[src/rtl/imem_pkg.sv]
// rtl/imem_pkg.sv - shared defaults and loader state type for the instruction-memory loader
//
// Purpose: default instruction width / address width and the loader FSM state
//          encoding, imported by imem_loader and word_packer.
// Ports:   none (package).

package imem_pkg;

    localparam int IMEM_N = 32;   // instruction word width in bits
    localparam int IMEM_R = 6;    // word-address width, depth = 2**IMEM_R

    typedef enum logic [1:0] {
        IDLE  = 2'd0,
        RECV  = 2'd1,
        WRITE = 2'd2,
        DONE  = 2'd3
    } loader_state_t;

endpackage

[src/rtl/imem_loader_word_packer.sv]
// rtl/imem_loader_word_packer.sv - big-endian byte-to-word shift register
//
// Purpose: collects bytes into an n-bit word, first byte ending up in the
//          most significant byte lane (hex-file word order).
// Ports:
//   clk, rst_n   clock, asynchronous active-low reset
//   shift_en     shift byte_in into the word this cycle
//   byte_in[7:0] byte to shift in
//   clear        restart the byte count and zero the word (wins over shift_en)
//   word[n-1:0]  assembled word (stable while shift_en is low)
//   full         high in the cycle whose shift completes the word

module word_packer
    import imem_pkg::*;
#(
    parameter int n = IMEM_N
) (
    input  logic         clk,
    input  logic         rst_n,
    input  logic         shift_en,
    input  logic [7:0]   byte_in,
    input  logic         clear,
    output logic [n-1:0] word,
    output logic         full
);

    localparam int         bpw      = n / 8;
    localparam logic [1:0] last_idx = 2'(bpw - 1);

    logic [1:0] cnt;

    // Combinational so the loader can leave RECV on the very edge that
    // accepts the final byte, rather than one cycle later.
    assign full = shift_en && (cnt == last_idx);

    always_ff @(posedge clk or negedge rst_n) begin
        if (!rst_n) begin
            cnt  <= 2'd0;
            word <= '0;
        end else if (clear) begin
            cnt  <= 2'd0;
            word <= '0;
        end else if (shift_en) begin
            cnt  <= (cnt == last_idx) ? 2'd0 : cnt + 2'd1;
            word <= {word[n-9:0], byte_in};
        end
    end

endmodule

[src/rtl/imem_loader.sv]
// rtl/imem_loader.sv - loads instruction memory from a byte stream while holding the CPU in reset
//
// Purpose: on start, receives len_words big-endian words from a byte stream
//          and writes each one to an external instruction memory.
// Ports:
//   clk, rst_n           clock, asynchronous active-low reset
//   start                begin a load (honoured in IDLE or DONE only)
//   len_words[r:0]       words to load, latched on an accepted start
//   rx_valid, rx_data    byte stream in
//   rx_ready             byte accepted when rx_valid && rx_ready
//   we, waddr, wdata     one-cycle memory write per word
//   busy                 load in progress (CPU held in reset)
//   done                 last load finished, held until the next start
//   len_err              last accepted len_words exceeded memory depth

module imem_loader
    import imem_pkg::*;
#(
    parameter int n = IMEM_N,
    parameter int r = IMEM_R
) (
    input  logic         clk,
    input  logic         rst_n,
    input  logic         start,
    input  logic [r:0]   len_words,
    input  logic         rx_valid,
    input  logic [7:0]   rx_data,
    output logic         rx_ready,
    output logic         we,
    output logic [r-1:0] waddr,
    output logic [n-1:0] wdata,
    output logic         busy,
    output logic         done,
    output logic         len_err
);

    localparam logic [r:0] depth = {1'b1, {r{1'b0}}};
    localparam logic [r:0] one   = {{r{1'b0}}, 1'b1};

    loader_state_t state;
    logic [r:0]    len;
    // One bit wider than waddr so a full-depth load ends at 2**r without
    // wrapping back to 0 before the completion compare.
    logic [r:0]    wcnt;
    logic [r:0]    wnext;
    logic          start_ok;
    logic          accept;
    logic          pk_full;

    assign start_ok = start && ((state == IDLE) || (state == DONE));
    assign accept   = rx_valid && rx_ready;
    assign wnext    = wcnt + one;

    // All status outputs are pure decodes of the state register, so an
    // asynchronous reset drops them immediately.
    assign rx_ready = (state == RECV);
    assign we       = (state == WRITE);
    assign busy     = (state == RECV) || (state == WRITE);
    assign done     = (state == DONE);
    assign waddr    = wcnt[r-1:0];

    word_packer #(.n(n)) u_packer (
        .clk      (clk),
        .rst_n    (rst_n),
        .shift_en (accept),
        .byte_in  (rx_data),
        .clear    (start_ok),
        .word     (wdata),
        .full     (pk_full)
    );

    always_ff @(posedge clk or negedge rst_n) begin
        if (!rst_n) begin
            state   <= IDLE;
            len     <= '0;
            wcnt    <= '0;
            len_err <= 1'b0;
        end else begin
            case (state)
                IDLE, DONE: begin
                    if (start_ok) begin
                        len     <= len_words;
                        wcnt    <= '0;
                        len_err <= (len_words > depth);
                        state   <= ((len_words != '0) && (len_words <= depth)) ? RECV : DONE;
                    end
                end
                RECV: begin
                    if (pk_full) begin
                        state <= WRITE;
                    end
                end
                WRITE: begin
                    wcnt  <= wnext;
                    state <= (wnext < len) ? RECV : DONE;
                end
                default: state <= IDLE;
            endcase
        end
    end

endmodule

[config.mk]
export PLATFORM = sky130hd
export DESIGN_NAME = imem_loader
export DESIGN_NICKNAME = d
export VERILOG_FILES = /design/src/rtl/imem_pkg.sv /design/src/rtl/imem_loader_word_packer.sv /design/src/rtl/imem_loader.sv
export SDC_FILE = /design/constraint.sdc
export NUM_CORES = 1
export LEC_CHECK = 0
export CORE_UTILIZATION = 52
export CTS_CLUSTER_SIZE = 24
export DETAILED_ROUTE_END_ITERATION = 16
export PLACE_DENSITY = 0.94
export SETUP_SLACK_MARGIN = 0.05
export SLEW_MARGIN = 15
export SYNTH_ARGS = -nofsm -noshare
export SYNTH_HDL_FRONTEND = slang
export SYNTH_SLANG_ARGS = --single-unit
[constraint.sdc]
create_clock -name clk -period 3.7 [get_ports clk]
set_clock_uncertainty 0.15 [all_clocks]
set_input_delay 0.37 -clock clk [delete_from_list [all_inputs] [get_ports clk]]
set_output_delay 0.37 -clock clk [all_outputs]
set_load 0.01 [all_outputs]
==> results of run 1 <==
[report_power, final]
part | switching (µW) | internal, µW | leakage [µW]
Clock | 176 | 198 | 0.0000513
Combinational | 579 | 478 | 0.000626
Sequential | 136 | 733 | 0.000684
Total | 892 | 1410 | 0.00136
[cell usage in the layout (no fill, tap or decap), types with 5 or more instances in the layout]
cell / Yosys / final
clkbuf_8: 0 / 5
nand2_1: 83 / 83
o21ai_0: 10 / 10
a21oi_1: 36 / 36
clkdlybuf4s50_1: 0 / 60
dfrtp_1: 51 / 51
inv_1: 10 / 10
ha_1: 12 / 12
a32o_1: 5 / 5
[sequential cells by signal, indices dropped and copies added, names as in the netlist]
register	cells
state	2
wcnt	7
u_packer.word	32
u_packer.cnt	2
len_err	1
len	7
[what timing repair did]
action | 4_1_cts | 5_1_grt
endpoints found under the hold margin | 0 | 51
endpoints found under the setup margin | 0 | 0
hold buffers | 0 | 1
[path summary, 6_finish.rpt]
check / startpoint / end / slack [ps] / cells after the start
max in group asynchronous: rst_n / u_packer.word[17]$_DFFE_PN0P_ / 2500 / 2
min: len[0]$_DFFE_PN0P_ / len[0]$_DFFE_PN0P_ / 370 / 2
max reg2reg: wcnt[0]$_DFFE_PN0P_ / state[1]$_DFFE_PN0P_ / 1020 / 9
min in group asynchronous: rst_n / u_packer.word[26]$_DFFE_PN0P_ / 470 / 2
max: wcnt[0]$_DFFE_PN0P_ / state[1]$_DFFE_PN0P_ / 1020 / 9
min reg2reg: len[0]$_DFFE_PN0P_ / len[0]$_DFFE_PN0P_ / 370 / 2
[per-layer routing]
layer	global-route usage, %	vias up	part of all wire, %
li1	-	961	-
met1	33.40	969	42
met2	39.27	104	49
met3	3.634	21	5.9
met4	13.33	0	3.6
met5	0	-	0
[worst max-delay path, stage by stage, from the launching register on]
cell and delay, ps:
dfrtp_1 480, ha_1 260, nand3_1 150, nor2_1 170, xor2_1 250, ha_1 300, a21oi_1 180, o21ai_0 130
o21bai_1 180, a311o_2 320
[layout make-up]
cell class	count	area share [%]
clock inverter	1	0.9732
inverter	10	1.217
clock buffer	6	2.352
tap	52	2.109
timing repair buffer	64	20.52
sequential	51	41.36
multi-input combinational	179	31.47
[cells by family after synthesis]
logic type,Yosys count,share of synthesized area [%]
AOI/OAI and AO/OA,60,14.81
xor gates and xnor gates,5,1.839
adders and majority gates,12,6.302
buffers and inverters,30,5.672
DFF,51,53.57
muxes,1,0.4202
and+or+nand+nor,101,17.38
[metrics by stage]
step	std cells	setup WS, ps
2_1_floorplan	260	1448
5_1_grt	363	834.2
3_5_place_dp	355	1091
6_report	363	1024
4_1_cts	362	1071
3_3_place_gp	355	1361
==> run metrics, run 1 <==
post-cts gate resize count=0; final hold slack=approximately 370 ps; Core ar.=0.004384 mm²; area delta synth->final=29.52%; GPL Wtd Cong=about 0.84; drt pass-1 iters=5; ranking of synthesized cells by area=dfrtp_1 (54%), nand2_1 (13%), a21oi_1 (7.6%), ha_1 (6.3%), a32o_1 (2.1%); final hold vios=0; fin crit share=about 72%; syn avg cell area=9.163 µm²; count of different cell masters after synthesis=31; DIE WIDTH=69.69 µm; storage element area=0.001276 mm²; total power=between 2000 and 2500 µW; Final Util=a little over 70%; final setup TNS=0 ps; ANT nets after route=0; Startpoint Class=register; Ys Warns=0; Leakage=0.001361 µW; largest net degree at the start of global routing=52; DR vias/cell=5.661; DP Area=0.002970 mm²; CP max FO=7; sequential area share after synthesis=approximately 54%; Design Area, Final=a little over 0.003 mm²; Multi-input gate area=970.9 µm²; vias after detailed routing=2,055; DIE HEIGHT=69.69 µm; CTS Buf Count=5; clock buffer depth=2; async set-reset flop share out of synthesis=100.0%; hold crit path type=register to register; WS Path Type=register to register; status=finished clean; register bit total from synthesis=51; Worst EP arrival=around 2700 ps; htree depth=2; Die ar.=0.004856 mm²; vias in the first global route=2,042; Starting DRT DRC Count=around 190; GRT Total Usage=between 20% and 30%; CTS clock-pin slew for the worst setup and hold paths=90 ps; post-DR wirelength/cell=15.40 µm; Congestion Overflow GR=0; WL final=5.589 mm; Clock Sink Count=between 50 and 60; first-pass GRT wire length=about 9.7 mm; Final #Nets=between 300 and 400; syn nets=291; number of setup buffers added after CTS=0; Max Cap Viol=0; Peak VDD IR=521.3 µV; Final Setup Violations=0; TritonCTS clock tree=yes; Max Fclk=373.7 MHz; Tmin final=2676 ps; slew of the pin with the lowest slew margin=1054 ps; fraction of layout cells with a size suffix above 1=3.859%; I/O Buffers=61; CP endpoint kind=register; I/O pin total=62; dominant cell type by area after synthesis=dfrtp_1; worst endpoint required time=3750 ps; max_slew headroom=29.54%; post-synthesis cell area=0.002382 mm²; PD cells=745.7 mW/mm²; Final HPWL DP=3.808 mm; Final Max Slew Viols=0; predominant post-synthesis flop cell=dfrtp_1; RSZ-0062 raised after global routing=false; most common cell in the netlist=nand2_1; initial antenna violation count=0; top-area cell type share of the netlist area=about 54%; Mapped Cells=260; fill count=315; n_diodes=0; most common library cells after synthesis=nand2_1 (83), dfrtp_1 (51), a21oi_1 (36), clkbuf_1 (13), ha_1 (12); Post-synth EDFFs=0; DRC viols=0; Initial Utilization=54.34%; clk_lat worst skew=310 ps; num rows=24; Root Buffer=clkbuf_8
No activity file was read; power rests on OpenSTA's default activity.
==> run 2, diff against run 1 <==
CORE_UTILIZATION = 44   (was 52)
PLACE_DENSITY = 0.85   (was 0.94)
clock period = 2.23 ns   (was 3.7 ns; I/O delays follow)
==> run 2 against run 1 <==
Maximum frequency increased by 22%. Final cell count grew 7.2%. Sequential power is 65% higher. Via count fell by 3.4%. Non-clock buffer count grew 7. Utilization fell by 7.8 points. Critical endpoint unchanged. Die area up 18%. Wire length decreased by 4.7%. Combinational power increased by 72%. First-iteration DRC count shrank 29%. Flip-flop and latch count stayed put. Largest cell class unchanged. Sequential share of layout area decreased by 1.8 points.
==> run metrics, run 2 (synthesis results as in run 1) <==
status=finished clean (unchanged); htree depth=2 (unchanged); CTS clock-pin slew for the worst setup and hold paths=100 ps (was 90 ps); GRT Total Usage=20.05% (was 24.89%); DRC viols=0 (unchanged); n_diodes=0 (unchanged); fin crit share=98.75% (was 72.32%); Tmin final=2202 ps (was 2676 ps); Startpoint Class=register (unchanged); Max Fclk=454.1 MHz (was 373.7 MHz); CP endpoint kind=register (unchanged); r2r endpoint=state[1]$_DFFE_PN0P_ (unchanged); reg2reg setup slack=30 ps (was 1020 ps); clock buffer depth=2 (unchanged); Largest register FFs=32 (unchanged); DIE WIDTH=75.58 µm (was 69.69 µm); Top Family by Delay on Critical Path=compound AO/OA/AOI/OAI gates (unchanged); Max Cap Viol=0 (unchanged); Clock Sink Count=51 (unchanged); vias in the first global route=1,848 (was 2,042); fraction of layout cells with a size suffix above 1=9.404% (was 3.859%); first-pass GRT wire length=8.507 mm (was 9.660 mm); slowest stage delay, CP=430 ps (was 480 ps); initial antenna violation count=0 (unchanged); worst path buffer plus inverter count=0 (unchanged); largest net degree at the start of global routing=42 (was 52); post-DR wirelength/cell=13.69 µm (was 15.40 µm); final hold vios=0 (unchanged); num rows=26 (was 24); worst endpoint required time=2270 ps (was 3750 ps); CP max FO=3 (was 7); Root Buffer=clkbuf_8 (unchanged); Core ar.=0.005172 mm² (was 0.004384 mm²); Final Util=62.58% (was 70.38%); TritonCTS clock tree=yes (unchanged); PD cells=1205 mW/mm² (was 745.7 mW/mm²); slew of the pin with the lowest slew margin=544.8 ps (was 1054 ps); Final Setup Violations=0 (unchanged); leading cell types in the layout, fill and taps excluded=nand2_1 (83), clkdlybuf4s50_1 (60), dfrtp_1 (48) (was nand2_1 (83), clkdlybuf4s50_1 (60), dfrtp_1 (51)); GPL Wtd Cong=0.8236 (was 0.8350); Cell Count, Final, Fillers Out=389 (was 363); Starting DRT DRC Count=136 (was 191); Final HPWL DP=3.642 mm (was 3.808 mm); Leakage=0.001403 µW (was 0.001361 µW); Cell Chain, Critical Path=ha_4 -> nand3_4 -> nor2_4 -> xor2_2 -> ha_1 -> a21oi_1 -> o21ai_1 -> o21bai_1 -> a311o_2 (was ha_1 -> nand3_1 -> nor2_1 -> xor2_1 -> ha_1 -> a21oi_1 -> o21ai_0 -> o21bai_1 -> a311o_2); Regs by FF count=u_packer.word (32), len (7), wcnt (7) (unchanged); DIE HEIGHT=75.58 µm (was 69.69 µm); area delta synth->final=35.87% (was 29.52%); reg-to-reg startpoint=wcnt[1]$_DFFE_PN0P_ (was wcnt[0]$_DFFE_PN0P_); Die ar.=0.005712 mm² (was 0.004856 mm²); RSZ-0062 raised after global routing=true (was false); reg2reg path depth=9 (unchanged); vias after detailed routing=1,985 (was 2,055); clk_lat worst skew=300 ps (was 310 ps); hold crit path type=input port to asynchronous set/reset pin (was register to register); Peak VDD IR=681.4 µV (was 521.3 µV); Initial Utilization=46.06% (was 54.34%); WS Path Type=register to register (unchanged); I/O Buffers=61 (unchanged); Worst EP arrival=2240 ps (was 2730 ps); Final #Nets=349 (was 342); ANT nets after route=0 (unchanged); largest reg by FF count=u_packer.word (unchanged); max_slew headroom=63.68% (was 29.54%); Congestion Overflow GR=0 (unchanged); placed cell count=379 (was 355); crit path max-delay cell type=dfrtp_1 (unchanged); drt pass-1 iters=5 (unchanged); DR vias/cell=5.103 (was 5.661); CTS Buf Count=5 (unchanged); WL final=5.325 mm (was 5.589 mm); most common cell after layout, fill and taps aside=nand2_1 (unchanged); I/O pin total=62 (unchanged); Final Max Slew Viols=0 (unchanged)
-- run 2: final cells by class --
| type | instances | area [µm²] |
|---|---|---|
| well taps | 70 | 87.58 |
| flip-flops and latches | 51 | 1280 |
| multi-input cells | 179 | 1021 |
| inverters | 10 | 37.54 |
| clock inverters | 3 | 46.29 |
| repair buffers | 71 | 695.7 |
| fillers | 422 | 1936 |
| clock buffers | 5 | 68.82 |
-- run 2: worst reg2reg max path, cell delays in order, from the launching register on --
cell      delay (ps)
dfrtp_1          430
ha_4             190
nand3_4          100
nor2_4            50
xor2_2           170
ha_1             330
a21oi_1          130
o21ai_1           70
o21bai_1         160
a311o_2          310
-- run 2: stage by stage --
stage                     instance area, µm²  setup TNS [ps]  hold WS (ps)  power (µW)  setup WS (ps)
after global placement                  3068               0         87.12        3183          59.99
after floorplan                         2400               0        -222.6        2436          54.87
after CTS                               3211               0         290.2        3897          24.52
after global routing                    3237          -68.08         305.5        4196         -68.08
final                                   3237               0         278.1        3901          27.97
after detailed placement                3068          -15.29         83.27        3240         -15.29
-- run 2: timing repair --
item	in CTS	in global routing
hold buffers	1	0
endpoints found under the hold margin	23	0
pin swaps	5	3
setup endpoints to repair	1	3
gates resized for setup	3	7
buffers inserted	1	0
-- run 2: power by group --
| part | switching (µW) | leakage, µW | internal (µW) | total [µW] |
|---|---|---|---|---|
| Sequential | 211 | 0.000679 | 1220 | 1430 |
| Combinational | 963 | 0.000670 | 860 | 1820 |
| Clock | 313 | 0.0000548 | 338 | 651 |
| Total | 1490 | 0.00140 | 2410 | 3900 |
-- run 2: how the worst max path moves through the flow --
stage                           end  depth (start not counted)  slack (ps)                 from
2_1_floorplan  state[1]$_DFFE_PN0P_                          9          50  wcnt[0]$_DFFE_PN0P_
3_3_place_gp   state[1]$_DFFE_PN0P_                          9          60  wcnt[1]$_DFFE_PN0P_
3_5_place_dp   state[1]$_DFFE_PN0P_                          9         -20  wcnt[1]$_DFFE_PN0P_
4_1_cts        state[1]$_DFFE_PN0P_                          9          20  wcnt[0]$_DFFE_PN0P_
5_1_grt        state[1]$_DFFE_PN0P_                          9         -70  wcnt[1]$_DFFE_PN0P_
6_report       state[1]$_DFFE_PN0P_                          9          30  wcnt[1]$_DFFE_PN0P_
-- run 2: per-layer routing --
metal,GRT usage [%],up-vias,routed length (µm)
li1,-,969,-
met1,25.80,964,2398
met2,33.73,46,2676
met3,5.423,6,191
met4,5.144,0,59
met5,0,-,0
==> run 3, diff against run 2 <==
PLACE_DENSITY = 0.75   (was 0.85)
==> run 3 against run 2 <==
The flow now finishes with violations (setup timing). Total power grew 2.0%. Flip-flop and latch count is the same. Sequential power is essentially flat. Maximum frequency shrank 1.6%. Register-to-register slack lost 40 ps. Clock-buffer cell count grew 1. Critical path depth is the same. Sequential share of layout area shrank 0.46 points. Non-clock buffer count grew 3. Setup slack lost 36 ps. Combinational power grew 3%. Final cell count grew 0.77%.
==> run metrics, run 3 (synthesis results as in run 1) <==
metal2 WL=2.510 mm (was 2.676 mm); Die ar.=0.005712 mm² (unchanged); P_int=2493 µW (was 2414 µW); total power=3980 µW (was 3901 µW); GPL Wtd Cong=0.8674 (was 0.8236); Final Util=63.14% (was 62.58%); Final Setup Violations=1 (was 0); Starting DRT DRC Count=122 (was 136); CP max FO=3 (unchanged); vias after detailed routing=2,005 (was 1,985); worst endpoint required time=2270 ps (about the same); Top Layer Used=met4 (unchanged); Max Cap Viol=0 (unchanged); I/O Buffers=61 (unchanged); Initial Utilization=46.06% (unchanged); CP endpoint kind=register (unchanged); fraction of layout cells with a size suffix above 1=9.627% (was 9.404%); WS Path Type=register to register (unchanged); switch share=37.35% (was 38.11%); DIE WIDTH=75.58 µm (unchanged); final hold vios=0 (unchanged); Tmin final=2238 ps (was 2202 ps); largest reg by FF count=u_packer.word (unchanged); largest net degree at the start of global routing=52 (was 42); leading cell types in the layout, fill and taps excluded=nand2_1 (83), clkdlybuf4s50_1 (60), dfrtp_1 (51) (was nand2_1 (83), clkdlybuf4s50_1 (60), dfrtp_1 (48)); pre-CTS setup slack=-41.46 ps (was -15.29 ps); RSZ-0062 raised after global routing=true (unchanged); hold crit path type=input port to register (was input port to asynchronous set/reset pin); vias in the first global route=1,802 (was 1,848); failing checks=setup timing; GRT Total Usage=19.91% (was 20.05%); slew of the pin with the lowest slew margin=643.9 ps (was 544.8 ps); combinational power share=47.3% (was 46.7%); CTS clock-pin slew for the worst setup and hold paths=100 ps (about the same); I/O pin total=62 (unchanged); Final HPWL DP=3.539 mm (was 3.642 mm); switching power=1487 µW (about the same); Root Buffer=clkbuf_8 (unchanged); WL final=5.307 mm (was 5.325 mm); clk_lat worst skew=310 ps (was 300 ps); num rows=26 (unchanged); DIE HEIGHT=75.58 µm (unchanged); first-pass GRT wire length=8.411 mm (was 8.507 mm); DRC viols=0 (unchanged); htree depth=2 (unchanged); fin crit share=100.4% (was 98.75%); area delta synth->final=37.08% (was 35.87%); drt pass-1 iters=4 (was 5); Clock power frac=17.1% (was 16.7%); post-DR wirelength/cell=13.54 µm (was 13.69 µm); TritonCTS clock tree=yes (unchanged); max_slew headroom=57.07% (was 63.68%); Clock Sink Count=51 (unchanged); DR WL met3=217 µm (was 191 µm); Leakage=0.001420 µW (was 0.001403 µW); Core ar.=0.005172 mm² (unchanged); Final #Nets=352 (was 349); DR vias/cell=5.115 (was 5.103); Regs by FF count=u_packer.word (32), len (7), wcnt (7) (unchanged); ANT nets after route=0 (unchanged); Max Fclk=446.8 MHz (was 454.1 MHz); WL met1=2.492 mm (was 2.398 mm); sequential power share=35.6% (was 36.6%); Worst EP arrival=2280 ps (was 2240 ps); status=finished, violations left (was finished clean); Startpoint Class=register (unchanged); Final Max Slew Viols=0 (unchanged); PD cells=1219 mW/mm² (was 1205 mW/mm²); final setup TNS=-8.374 ps (was 0 ps); n_diodes=0 (unchanged); Congestion Overflow GR=0 (unchanged); most common cell after layout, fill and taps aside=nand2_1 (unchanged); Largest register FFs=32 (unchanged); post-route setup slack=-8.374 ps (was 27.97 ps); initial antenna violation count=0 (unchanged); CTS Buf Count=5 (unchanged); clock buffer depth=2 (unchanged); Peak VDD IR=913.3 µV (was 681.4 µV)
## run 3: per-layer routing
| layer | vias up | track usage, % |
|---|---|---|
| met5 | - | 0 |
| met4 | 0 | 8.025 |
| met3 | 7 | 4.365 |
| met2 | 59 | 30.56 |
| met1 | 956 | 27.60 |
| li1 | 983 | - |
## run 3: timing repair
item,CTS,global route
buffers inserted,2,2
setup endpoints to repair,3,2
pin swaps,5,3
hold endpoints to repair,51,0
hold buffers,1,0
cloned,0,0
resized for setup,4,4
## run 3: worst paths after layout
path	slack (ps)	to	start	cells past startpoint
min in group asynchronous	410	wcnt[0]$_DFFE_PN0P_	rst_n	3
hold reg to reg	370	len[0]$_DFFE_PN0P_	len[0]$_DFFE_PN0P_	2
setup reg to reg	-8	state[1]$_DFFE_PN0P_	wcnt[1]$_DFFE_PN0P_	9
hold / removal	300	u_packer.word[4]$_DFFE_PN0P_	rx_data[4]	3
max in group asynchronous	1090	u_packer.word[0]$_DFFE_PN0P_	rst_n	3
setup / recovery	-8	state[1]$_DFFE_PN0P_	wcnt[1]$_DFFE_PN0P_	9
## run 3: final cells by class
type | count | area (µm²)
clock buffers | 6 | 82.58
clock inverters | 2 | 38.79
fillers | 422 | 1907
inverters | 10 | 37.54
multi-input cells | 179 | 1025
flip-flops and latches | 51 | 1276
well taps | 70 | 87.58
repair buffers | 74 | 718.2
## run 3: power groups by stage
stage / clock network [µW] / registers (µW) / logic (µW)
floorplan: 0 / 1500 / 941
global placement: 0 / 1420 / 1800
detailed placement: 0 / 1430 / 1830
CTS: 693 / 1420 / 1870
global route: 739 / 1460 / 2090
finish: 680 / 1420 / 1880
## run 3: worst max-delay path: stages, from the launching register on
cell,delay [ps]
dfrtp_1,420
ha_4,180
nand3_4,100
nor2_4,50
xor2_2,170
ha_1,340
a21oi_2,150
o21ai_1,80
o21bai_1,160
a311o_2,310
## run 3: stage by stage
stage | cell area, µm² | std cells | hold slack (ps)
6_report | 3266 | 392 | 303.7
5_1_grt | 3266 | 392 | 314.8
4_1_cts | 3227 | 390 | 292.4
3_5_place_dp | 3068 | 379 | 224.6
3_3_place_gp | 3068 | 379 | 223.4
2_1_floorplan | 2400 | 260 | -222.6
==> RTL edit 1: new RTL, flow settings as in run 3 <==
Reset style: synchronous (`rst_n`), changed in 2 clocked blocks. Comments in the files are not updated.
--- a/src/rtl/imem_loader_word_packer.sv
+++ b/src/rtl/imem_loader_word_packer.sv
@@ -33,7 +33,7 @@
     // accepts the final byte, rather than one cycle later.
     assign full = shift_en && (cnt == last_idx);
 
-    always_ff @(posedge clk or negedge rst_n) begin
+    always_ff @(posedge clk) begin
         if (!rst_n) begin
             cnt  <= 2'd0;
             word <= '0;
--- a/src/rtl/imem_loader.sv
+++ b/src/rtl/imem_loader.sv
@@ -69,7 +69,7 @@
         .full     (pk_full)
     );
 
-    always_ff @(posedge clk or negedge rst_n) begin
+    always_ff @(posedge clk) begin
         if (!rst_n) begin
             state   <= IDLE;
             len     <= '0;
Check against the original RTL: differs if rst_n is asserted again (counterexample within 4 cycles, from zero or initial values and one cycle with rst_n low); with rst_n held inactive, the same outputs for 10 cycles.
==> RTL edit 1 against run 3 <==
Worst setup slack gained 0.10 ns. Sequential cell count unchanged. Cell area is 2.1% lower. First-iteration DRC count grew 25%. Count of clock-buffer cells in the layout is 1 lower. Synthesized area fell by 3.6%. Wire length increased by 1.6%. Critical path depth did not move. Critical endpoint is now state[1]. Highest routed layer unchanged.
Power is not compared: it rests on default switching activity, and its combinational part moved more than twofold at a synthesized area within 25%.
==> RTL edit 1: results (changes against run 3) <==
Clocking
  – CTS clk-pin slew, worst paths: 0.10 ns (about the same)
  – CTS H-tree lvls: 2 (unchanged)

Pwr
  – Lkg Pwr: around 1.1 nW

Global route
  – First-pass GRT wire length: 8.63 mm (+2.5%)
  – Vias in the first global route: 1883 (+4.5%)
  – GRT Total Usage: 20.3% (+0.41 points)
  – Largest net degree at the start of global routing: 36 (-31%)

Placement
  – Port-buffer cells: 61 (unchanged)
  – Routability cong.: 0.794 (-8.4%)
  – Post-DP Area: 0.00301 sq mm (-1.8%)
  – Inst Count DP: 405 (+6.9%)
  – Hpwl dp: 3.71 mm (+4.8%)

Status
  – Status: complete, no violations

Synthesis
  – Synth Area per Inst: 8.06 sq um (-12%)
  – Post-synth top flop: dfxtp_1
  – Async set-reset flop share out of synthesis: 0% (-100 points)
  – Synthesized Nets: 316 (+8.6%)
  – Post-synth top cells: 93 x nand2_1, 51 x dfxtp_1, 37 x a21oi_1, 12 x ha_1, 11 x a21boi_0
  – Ys Warns: 0 (unchanged)
  – Post-synthesis sequential area ratio: 44.5% (-9.1 points)
  – Library cells used by synthesis: 33 (+6.5%)
  – Main area contributors after synthesis: dfxtp_1 44%, nand2_1 15%, a21oi_1 8.1%

Cells and area
  – Final std cells w/o fill: 415 (+5.9%)
  – Antenna diode count: 0 (unchanged)
  – Fillcell total: 463 (+9.7%)
  – Layout cells sized above 1: 11.8% (+2.2 points)
  – NumNets Final: 378 (+7.4%)

STA
  – Slew HR: 76.6% (+20 points)

Routing
  – Avg WL per Cell: 13.0 um (-4.0%)
  – Vias per cell: 4.87 (-4.8%)
  – Pre-antenna DRT Iters: 4 (unchanged)
  – Starting DRC count in detailed routing: 153 (+25%)

Critical path
  – Data arrival time of the critical path: 2.19 ns (-0.09 ns)
  – Crit path max fanout: 4 (+1)
  – Critical path's slowest cell: o41a_1
==> RTL edit 1: path summary, 6_finish.rpt <==
kind	endpoint	slack (ns)	start	cells after the start
setup / recovery	state[1]	0.09	wcnt[1]	9
hold / removal	u_packer.word[7]	0.30	rx_data[7]	3
setup reg to reg	state[1]	0.09	wcnt[1]	9
hold reg to reg	u_packer.word[26]	0.31	u_packer.word[26]	2
==> RTL edit 1: cells by family (layout without fill, tap and decap cells) <==
family	Yosys count	count (layout)	synth area share, %
flops	51	51	44.5
fa+ha+maj	12	12	6.54
buf+inv	28	91	5.94
compound gates	66	66	17.6
xor+xnor	3	3	1.14
mux	1	1	0.436
simple gates	124	124	23.9
==> RTL edit 1: power breakdown <==
part / total, mW / internal (mW) / switching, mW
clock network: 0.661 / 0.340 / 0.321
logic: 0.907 / 0.380 / 0.527
registers: 1.04 / 0.986 / 0.0582
total: 2.61 / 1.71 / 0.906
==> RTL edit 1: metrics by stage <==
step / hold slack (ns) / util (%) / setup WS [ns]
after floorplan: 0.209 / - / 0.0559
after global placement: 0.293 / 61.7 / 0.0557
after detailed placement: 0.298 / 61.7 / -0.00356
after CTS: 0.288 / 64.7 / 0.0590
after global routing: 0.300 / 65.5 / 0.0484
final: 0.299 / 65.5 / 0.0935
==> RTL edit 1: tightest hold or removal path, stage by stage <==
cell	delay (ns)
clkdlybuf4s50_1	0.39
nand2_1	0.05
a21oi_1	0.05
==> RTL edit 1: layout make-up <==
cell class | instances | share of cell area, %
clock buffers | 5 | 2.15
well taps | 67 | 2.62
flip-flops and latches | 51 | 32.3
repair buffers | 74 | 22.4
clock inverters | 3 | 1.49
multi-input cells | 206 | 38.0
inverters | 9 | 1.06
==> RTL edit 1: repair_timing <==
item	in CTS	in global routing
setup endpoints to repair	2	3
hold endpoints to repair	0	0
resized for setup	5	9
pin swaps	0	3
buffers inserted	2	0
==> RTL edit 1: layer usage <==
metal	global-route usage (%)	wire length, um	vias to the layer above	share of wire [%]
met5	0	0	-	0
li1	-	-	1057	-
met1	27.0	2580	916	48
met3	3.66	160	6	3.0
met4	6.29	68	0	1.3
met2	33.6	2580	42	48
==> RTL edit 2: new RTL, settings of run 3 <==
Made on the original files. `IMEM_R`: 6 -> 12.
--- a/src/rtl/imem_pkg.sv
+++ b/src/rtl/imem_pkg.sv
@@ -7,7 +7,7 @@
 package imem_pkg;
 
     localparam int IMEM_N = 32;   // instruction word width in bits
-    localparam int IMEM_R = 6;    // word-address width, depth = 2**IMEM_R
+    localparam int IMEM_R = 12;    // word-address width, depth = 2**IMEM_R
 
     typedef enum logic [1:0] {
         IDLE  = 2'd0,
Ports: changed (resized len_words and waddr); port bits go from 62 to 74. The function was not compared with the original's and may differ.
==> RTL edit 2 against run 3 <==
The run still ends with setup timing left. Global-route usage up 1.0 points. Count of clock-buffer cells in the layout up 3. Sequential cell count up 12. Via count up 37%. Worst setup slack worse by 0.017 ns. Cell area up 37%. Power up 24%. Synthesized cell count up 25%. Wire length up 47%. Synthesized area up 43%. Highest routed layer unchanged.
==> RTL edit 2: results (changes against run 3) <==
Clocking
  – CTS Root Cell: clkbuf_8
  – CTS clk-pin slew, worst paths: 0.08 ns (-0.02 ns)
  – Clk buf depth: 2 (unchanged)
  – CTS H-tree lvls: 3 (+1)
  – Worst-skew pair later-pin latency: 0.36 ns (+0.05 ns)
  – CTS buffer count: 9 (+4)

Global route
  – GRT Total Usage: 20.9% (+1.0 points)
  – Vias in the first global route: 2790 (+55%)
  – Initial antenna violation count: 0 (unchanged)
  – First-pass GRT wire length: 13.3 mm (+59%)
  – Met2 GRT Util: 35.3% (+4.8 points)
  – Met3 Use GR: 6.26% (+1.9 points)
  – Largest net degree at the start of global routing: 35 (-33%)
  – GR Layer Usage met1: 25.2% (-2.4 points)

Status
  – Status: complete, but fails checks
  – Failing checks: setup timing

Cells and area
  – Largest regs: u_packer.word: 32 flops, len: 13 flops, wcnt: 13 flops
  – Fillcell total: 630 (+49%)
  – NumNets Final: 449 (+28%)
  – Antenna diode count: 0 (unchanged)
  – Layout cells sized above 1: 17.8% (+8.2 points)

Placement
  – Port-buffer cells: 73 (+20%)
  – Routability cong.: 0.852 (-1.8%)
  – Post-DP Area: 0.00428 sq mm (+39%)
  – Pre-CTS WS: -0.0557 ns (-0.0142 ns)
  – Hpwl dp: 5.71 mm (+61%)

Routing
  – Remaining DRCs: 0 (unchanged)
  – Metal3 WL: 485 um (+120%)
  – Met1 wire length: 3.29 mm (+32%)
  – Starting DRC count in detailed routing: 151 (+24%)
  – Pre-antenna DRT Iters: 4 (unchanged)
  – Top Layer Used: met4
  – Met2 routed WL: 3.87 mm (+54%)
  – Vias per cell: 5.39 (+5.4%)
  – Avg WL per Cell: 15.3 um (+13%)

Critical path
  – Data arrival time of the critical path: 2.35 ns (+0.07 ns)
  – R2r worst-path depth: 10 (+1)
  – Crit path max fanout: 3 (unchanged)
  – Largest delay share family, worst path: simple AND/OR/NAND/NOR gates
  – CP peak stage delay: 0.39 ns (-0.03 ns)
  – Critical path's slowest cell: dfrtp_2
  – Reg-to-Reg Start: wcnt[1]
  – Reg-to-Reg End: state[1]

Synthesis
  – Post-synth top cells: 63 x dfrtp_1, 34 x a22o_1, 23 x a21oi_1, 19 x ha_1
  – Ys Warns: 0 (unchanged)
  – Post-synthesis sequential area ratio: 46.3% (-7.3 points)
  – Main area contributors after synthesis: dfrtp_1 46%, a22o_1 8.7%, ha_1 7.0%
  – Synthesized Nets: 370 (+27%)
  – Library cells used by synthesis: 46 (+48%)
  – Post-synth top flop: dfrtp_1
  – Async set-reset flop share out of synthesis: 100% (unchanged)

STA
  – Max Fclk: 443 MHz (-0.75%)
  – PnR worst setup slack: -0.0252 ns (-0.0168 ns)
  – Slew HR: 62.4% (+5.4 points)
  – Setup violators final: 1 (unchanged)

Worst hold path
  – HP Class: primary input to asynchronous set/reset pin

Pwr
  – Lkg Pwr: 2.06 nW (+45%)
  – Peak VDD IR: 0.706 mV (-23%)
RTL edit 2: cell types whose count changed in the layout (fill, tap and decap cells not counted), moves of 7 or more:
| cell | delta |
|---|---|
| nand2_1 | -66 |
| a22o_1 | +33 |
| buf_4 | +21 |
| mux2_2 | +13 |
| nor3_1 | +13 |
| a21oi_1 | -12 |
| clkdlybuf4s50_1 | +11 |
| dfrtp_1 | +11 |
| a21o_1 | +8 |
| inv_1 | +7 |
| o21ai_1 | +7 |
| xnor2_1 | +7 |
RTL edit 2: kinds of logic (layout without fill, tap and decap cells):
| family | after synthesis | in the layout | share of synthesized area [%] |
|---|---|---|---|
| buffers and inverters | 55 | 139 | 8.38 |
| flip-flops | 63 | 63 | 46.3 |
| adder cells (fa/ha/maj) | 19 | 19 | 6.98 |
| AO/OA/AOI/OAI | 94 | 94 | 19.2 |
| AND/OR/NAND/NOR | 67 | 67 | 10.9 |
| multiplexers | 16 | 16 | 5.18 |
| XOR/XNOR | 12 | 12 | 3.09 |
RTL edit 2: worst max-delay path by stage:
| stage | start | slack (ns) | to |
|---|---|---|---|
| final | wcnt[1] | -0.03 | state[1] |
| after global routing | wcnt[0] | -0.23 | state[1] |
| after CTS | wcnt[1] | -0.04 | state[1] |
| after detailed placement | wcnt[1] | -0.06 | state[1] |
| after global placement | wcnt[1] | 0.01 | state[1] |
| after floorplan | wcnt[1] | -0.11 | state[1] |
RTL edit 2: final cells by class:
type	count	area [sq um]	share of cell area [%]
Sequential cell	63	1580	35.2
Multi-Input combinational cell	208	1570	35.0
Timing Repair Buffer	106	975	21.7
Clock buffer	9	124	2.76
Tap cell	99	124	2.76
Inverter	17	63.8	1.42
Clock inverter	7	52.6	1.17
RTL edit 2: power by group:
| part | internal [mW] | leakage (nW) | switching, mW |
|---|---|---|---|
| Clock | 0.414 | 0.0908 | 0.500 |
| Combinational | 1.11 | 1.14 | 1.21 |
| Sequential | 1.46 | 0.834 | 0.228 |
RTL edit 2: timing repair:
action / CTS / global route
setup endpoints to repair: 3 / 1
endpoints found under the hold margin: 20 / 0
hold buffers: 1 / 0
gates resized for setup: 3 / 2
buffers inserted: 2 / 0
RTL edit 2: per-stage QoR:
stage / instances / setup TNS [ns] / total power, mW / util [%] / hold slack [ns]
2_1_floorplan: 326 / -0.106 / 3.13 / - / -0.223
3_3_place_gp: 490 / 0 / 3.96 / 58.0 / 0.0957
3_5_place_dp: 490 / -0.0557 / 4.03 / 58.0 / 0.104
4_1_cts: 509 / -0.0417 / 4.96 / 60.8 / 0.250
5_1_grt: 509 / -0.231 / 5.26 / 60.9 / 0.282
6_report: 509 / -0.0252 / 4.92 / 60.9 / 0.239
